**config.mk**
```make
export PLATFORM = sky130hd
export DESIGN_NAME = tc_pl_spi_engine
export DESIGN_NICKNAME = d
export VERILOG_FILES = /design/src/rtl/tc_pl_spi_pkg.sv /design/src/rtl/tc_pl_spi_clkgen.sv /design/src/rtl/tc_pl_spi_engine.sv
export SDC_FILE = /design/constraint.sdc
export NUM_CORES = 1
export LEC_CHECK = 0
export ABC_AREA = 1
export CAP_MARGIN = 20
export CORE_UTILIZATION = 45
export DETAILED_ROUTE_END_ITERATION = 10
export GPL_TIMING_DRIVEN = 0
export HOLD_SLACK_MARGIN = 0.03
export PLACE_DENSITY_LB_ADDON = 0.1
export SLEW_MARGIN = 10
export SYNTH_ARGS = -nofsm -noshare
export SYNTH_HDL_FRONTEND = slang
export SYNTH_SLANG_ARGS = --single-unit
```
**constraint.sdc**
```tcl
create_clock -name clk -period 3.14 [get_ports clk]
set_clock_uncertainty 0.1 [all_clocks]
set_input_delay 0.471 -clock clk [delete_from_list [all_inputs] [get_ports clk]]
set_output_delay 0.471 -clock clk [all_outputs]
set_load 0.02 [all_outputs]
```
**src/rtl/tc_pl_spi_pkg.sv**
```systemverilog
// Shared types and constants for the SPI master engine.
// Optional feature macro: TC_PL_SPI_LOOPBACK_EN (see tc_pl_spi_engine).
package tc_pl_spi_pkg;

    localparam int BYTE_W  = 8;
    localparam int EOF_BIT = 8;
    localparam int HALF_N  = 16;

    typedef enum logic [2:0] {
        ST_IDLE  = 3'd0,
        ST_REQ   = 3'd1,
        ST_LOAD  = 3'd2,
        ST_SHIFT = 3'd3,
        ST_PUSH  = 3'd4,
        ST_GAP   = 3'd5
    } state_e;

endpackage

```
**src/rtl/tc_pl_spi_clkgen.sv**
```systemverilog
// SCLK half-period timer: CLK_DIV cycles per half, 16 halves per byte.
// Emits rise/fall strobes in the last cycle of each half-period.
module tc_pl_spi_clkgen
    import tc_pl_spi_pkg::*;
#(
    parameter int CLK_DIV = 4
) (
    input  logic       clk,
    input  logic       rst,
    input  logic       run,
    output logic       rise,
    output logic       fall,
    output logic [3:0] half_cnt
);

    logic [7:0] cnt_q, cnt_d;
    logic [3:0] hp_q, hp_d;
    logic       last;

    assign last     = (cnt_q == 8'(CLK_DIV - 1));
    assign rise     = run && last && !hp_q[0];
    assign fall     = run && last && hp_q[0];
    assign half_cnt = hp_q;

    always_comb begin
        cnt_d = cnt_q;
        hp_d  = hp_q;
        if (!run) begin
            cnt_d = '0;
            hp_d  = '0;
        end else if (last) begin
            cnt_d = '0;
            hp_d  = hp_q + 4'd1;
        end else begin
            cnt_d = cnt_q + 8'd1;
        end
    end

    always_ff @(posedge clk) begin
        if (rst) begin
            cnt_q <= '0;
            hp_q  <= '0;
        end else begin
            cnt_q <= cnt_d;
            hp_q  <= hp_d;
        end
    end

endmodule

```
**src/rtl/tc_pl_spi_engine.sv**
```systemverilog
// FIFO-fed SPI mode-0 master, MSB first, back-to-back frames on one CS.
// Define TC_PL_SPI_LOOPBACK_EN to sample MOSI internally instead of spi_miso.
module tc_pl_spi_engine
    import tc_pl_spi_pkg::*;
#(
    parameter int CLK_DIV = 4,
    parameter int CS_GAP  = 2
) (
    input  logic              clk,
    input  logic              rst,
    input  logic              en,
    input  logic              txb_empty,
    output logic              txbo_req,
    input  logic [EOF_BIT:0]  txbo_data,
    input  logic              rxb_full,
    output logic [BYTE_W-1:0] rxbi_data,
    output logic              rxbi_valid,
    output logic              spi_sclk,
    output logic              spi_cs_n,
    output logic              spi_mosi,
    input  logic              spi_miso,
    output logic              busy,
    output logic              rx_ovf
);

    state_e            state_q, state_d;
    logic [BYTE_W-1:0] tx_q, tx_d;
    logic [BYTE_W-1:0] rx_q, rx_d;
    logic              eof_q, eof_d;
    logic              cs_q, cs_d;
    logic              ovf_q, ovf_d;
    logic [7:0]        gap_q, gap_d;

    logic       run;
    logic       rise;
    logic       fall;
    logic [3:0] half_cnt;
    logic       last_fall;
    logic       stop;
    logic       miso_s;

    tc_pl_spi_clkgen #(
        .CLK_DIV (CLK_DIV)
    ) u_clkgen (
        .clk      (clk),
        .rst      (rst),
        .run      (run),
        .rise     (rise),
        .fall     (fall),
        .half_cnt (half_cnt)
    );

`ifdef TC_PL_SPI_LOOPBACK_EN
    assign miso_s = spi_mosi;
`else
    assign miso_s = spi_miso;
`endif

    assign run       = (state_q == ST_SHIFT);
    assign last_fall = fall && (half_cnt == 4'(HALF_N - 1));
    assign stop      = eof_q || txb_empty || !en;

    always_comb begin
        state_d = state_q;
        tx_d    = tx_q;
        rx_d    = rx_q;
        eof_d   = eof_q;
        cs_d    = cs_q;
        ovf_d   = ovf_q;
        gap_d   = gap_q;
        unique case (state_q)
            ST_IDLE: begin
                if (en && !txb_empty) state_d = ST_REQ;
            end
            ST_REQ: begin
                if (txb_empty) begin
                    state_d = ST_GAP;
                    cs_d    = 1'b0;
                    gap_d   = '0;
                end else begin
                    state_d = ST_LOAD;
                    cs_d    = 1'b1;
                end
            end
            ST_LOAD: begin
                tx_d    = txbo_data[BYTE_W-1:0];
                eof_d   = txbo_data[EOF_BIT];
                state_d = ST_SHIFT;
            end
            ST_SHIFT: begin
                if (rise) rx_d = {rx_q[BYTE_W-2:0], miso_s};
                if (fall && !last_fall) tx_d = {tx_q[BYTE_W-2:0], 1'b0};
                if (last_fall) state_d = ST_PUSH;
            end
            ST_PUSH: begin
                if (rxb_full) ovf_d = 1'b1;
                if (stop) begin
                    state_d = ST_GAP;
                    cs_d    = 1'b0;
                    gap_d   = '0;
                end else begin
                    state_d = ST_REQ;
                end
            end
            ST_GAP: begin
                gap_d = gap_q + 8'd1;
                if (gap_q == 8'(CS_GAP - 1)) state_d = ST_IDLE;
            end
            default: state_d = ST_IDLE;
        endcase
    end

    always_ff @(posedge clk) begin
        if (rst) begin
            state_q <= ST_IDLE;
            tx_q    <= '0;
            rx_q    <= '0;
            eof_q   <= 1'b0;
            cs_q    <= 1'b0;
            ovf_q   <= 1'b0;
            gap_q   <= '0;
        end else begin
            state_q <= state_d;
            tx_q    <= tx_d;
            rx_q    <= rx_d;
            eof_q   <= eof_d;
            cs_q    <= cs_d;
            ovf_q   <= ovf_d;
            gap_q   <= gap_d;
        end
    end

    // CS drops already in the PUSH cycle when no further byte follows
    assign spi_cs_n   = !cs_q || ((state_q == ST_PUSH) && stop);
    assign txbo_req   = (state_q == ST_REQ) && !txb_empty;
    assign rxbi_valid = (state_q == ST_PUSH) && !rxb_full;
    assign rxbi_data  = rx_q;
    assign spi_sclk   = run && half_cnt[0];
    assign busy       = (state_q != ST_IDLE);
    assign rx_ovf     = ovf_q;

    always_comb begin
        spi_mosi = 1'b0;
        if (state_q == ST_LOAD) spi_mosi = txbo_data[BYTE_W-1];
        else if (run)           spi_mosi = tx_q[BYTE_W-1];
    end

endmodule

```
==> results.yml <==
clock_network:
  clock_latency_ns: 0.29
  post_cts_buffers: 0
  cts_max_level: 2
  path_clk_slew_ns: 0.08
  cts_buffer_depth: 2
  hold_buffers: 0
  root_buffer: "clkbuf_8"
  cts_resized: 0
  cts_sinks: 42
  cts_tree: "done"
  cts_buffers: 5
placement:
  port_buffers: 29
  post-dp-hpwl_um: 2885
  place_congestion: 0.8186
  dpl_worst_slack_ns: 0.6371
  placed_cells_incl_taps: 383
grt:
  grt.total_usage_pct: 17.22
  overflow: 0
  antenna_found_initial: 0
  first_global_vias: 1678
  grt_pass1_wl_um: 6989
  grt_max_degree: 13
critical_path:
  worstPathRequired_ns: 2.57
  cpPeakStageDelay_ns: 0.63
  crit_chain: "buf_2 -> nand3_4 -> buf_2 -> o21ai_0 -> clkdlybuf4s50_1"
  start_kind: "flop"
  worstSetupEndpointType: "primary output"
  cpMostUsedCell: "buf_2"
  path_max_fanout: 10
  crit_type: "reg -> out"
  arrival_ns: 2.00
  slowest_stage: "clkdlybuf4s50_1"
routing:
  drt_pass1_iterations: 9
  viasPerCell: 4.870
  drt-initial-drc-count: 98
  wl_um: 4022
  vias: 1904
  ant_nets: 0
  drc_errors: 3
  wl_per_cell_um: 10.29
floorplanning:
  ios: 30
  die_w_um: 71.00
  initial_core_util_pct: 47.87
  die_area_mm2: 0.005040
  rows: 24
  core_area_mm2: 0.004474
  die_h_um: 71.00
synthesis:
  synthTopCellsByCount: "50 x nand2_1, 46 x inv_1, 42 x dfxtp_1"
  synth-warning-count: 0
  syn_inst: 302
  async_flop_share_pct: 0
  ys.flop_type: "dfxtp_1"
  seq_area_frac_synth_pct: 39.25
  synth_most_common_cell: "nand2_1"
  synth_nets: 321
  netlist_area_mm2: 0.002142
  synth_edf_count: 0
  avgSynthCellArea_um2: 7.093
  synth.area.top_cells: "dfxtp_1 39%, nand2_1 8.8%, inv_1 8.1%"
  yosys.area.top_type: "dfxtp_1"
  synth_top_area_share_pct: 39.25
  yosysUniqueCellTypes: 31
  ys_ff_latch: 42
layout:
  post-route-util_pct: 57.86
  drive_above_1_share_pct: 9.440
  syn_to_final_growth_pct: 20.85
  fin_nets: 357
  finalNonFillerCells: 391
  antenna_cells: 0
power_and_ir_drop:
  p_comb_share_pct: 33.4
  switching_share_pct: 34.64
  totalPowerFinal_mw: 1.461
  power_leakage_nw: 1.085
  seqPwrFrac_pct: 42.5
  vdd_drop_max_uv: 280.6
  p_int_mw: 0.9551
  power_density_mw_per_mm2: 564.5
  p_clk_share_pct: 24.1
  power.switching_mw: 0.5063
timing:
  setup_viol: 0
  final-hold-violation-count: 0
  worstMarginPinSlew_ns: 0.4890
  fmax_ghz: 0.3888
  final.period_utilization_pct: 81.92
  final_max_slew_viol_count: 0
  slew_headroom_pct: 67.05
  setup_ws_ns: 0.5677
  period_minus_slack_ns: 2.572
  rsz0062_at_grt: "false"
  setup_tns_ns: 0
run:
  maxCapViolCount: 0
status:
  violations: "design-rule violations"
  outcome: "finished, violations left"
min_path:
  holdCritPathClass: "reg -> reg"
routing by layer:
metal / wire length, um / vias to the layer above / global-route usage, %
li1: - / 1040 / -
met1: 2073 / 837 / 21.81
met2: 1791 / 23 / 28.42
met3: 139 / 4 / 4.701
met4: 17 / 0 / 5.778
met5: 0 / - / 0
path summary, 6_finish.rpt:
check                         start      endpoint  slack [ns]  cells after the start
setup reg to reg  u_clkgen.cnt_q[0]  rxbi_data[6]        1.38                      7
hold reg to reg        rxbi_data[7]  rxbi_data[7]        0.35                      2
hold / removal         rxbi_data[7]  rxbi_data[7]        0.35                      2
setup / recovery         state_q[0]      spi_mosi        0.57                      5
power groups by stage:
stage / sequential (mW) / clock [mW] / combinational [mW]
finish: 0.621 / 0.352 / 0.489
global route: 0.627 / 0.391 / 0.551
CTS: 0.621 / 0.372 / 0.492
detailed placement: 0.634 / 0 / 0.490
global placement: 0.632 / 0 / 0.486
floorplan: 0.632 / 0 / 0.350
state kept, by name, indices dropped and copies added, names as in the netlist:
name,count
rxbi_data,8
gap_q,8
cs_q,1
tx_q,8
u_clkgen.cnt_q,8
u_clkgen.half_cnt,4
state_q,3
rx_ovf,1
eof_q,1
worst max-delay path, delay by kind of cell, from the launching register on:
family	cells	cell delay, ns
buf+inv	3	1.06
simple gates	1	0.19
compound gates	1	0.16
flops	1	0.31
cell families (layout without fill, tap and decap cells):
| group | after synthesis | count (layout) | share of synthesized area (%) |
|---|---|---|---|
| and+or+nand+nor | 129 | 129 | 29.56 |
| AOI/OAI and AO/OA | 66 | 66 | 16.41 |
| buffers and inverters | 58 | 95 | 11.21 |
| DFF | 42 | 42 | 39.25 |
| adders and majority gates | 4 | 4 | 2.337 |
| xor gates and xnor gates | 3 | 3 | 1.227 |
per-stage QoR:
stage	hold slack [ns]	cell area, um2
after floorplan	0.3175	2142
after global placement	0.3325	2497
after detailed placement	0.3388	2497
after CTS	0.3504	2589
after global routing	0.3912	2589
final	0.3463	2589
cells in the final DEF, fill, tap and decap left out, drive strengths merged, types with 4 or more instances in the layout:
cell / synthesis / routed
a21oi: 32 / 32
buf: 5 / 5
clkbuf: 2 / 9
clkdlybuf4s50: 0 / 29
dfxtp: 42 / 42
ha: 4 / 4
inv: 51 / 51
nand2: 50 / 50
nand3: 28 / 28
nor2: 42 / 42
o21ai: 27 / 27
layout make-up:
class | instances | area (um2)
fillers | 433 | 1886
multi-input cells | 202 | 1061
flip-flops and latches | 42 | 840.8
repair buffers | 29 | 290.3
inverters | 51 | 191.4
clock buffers | 7 | 86.33
well taps | 52 | 65.06
plain buffers | 7 | 48.80
clock inverters | 1 | 5.005
Note: power is estimated with default switching activity, not from simulation.
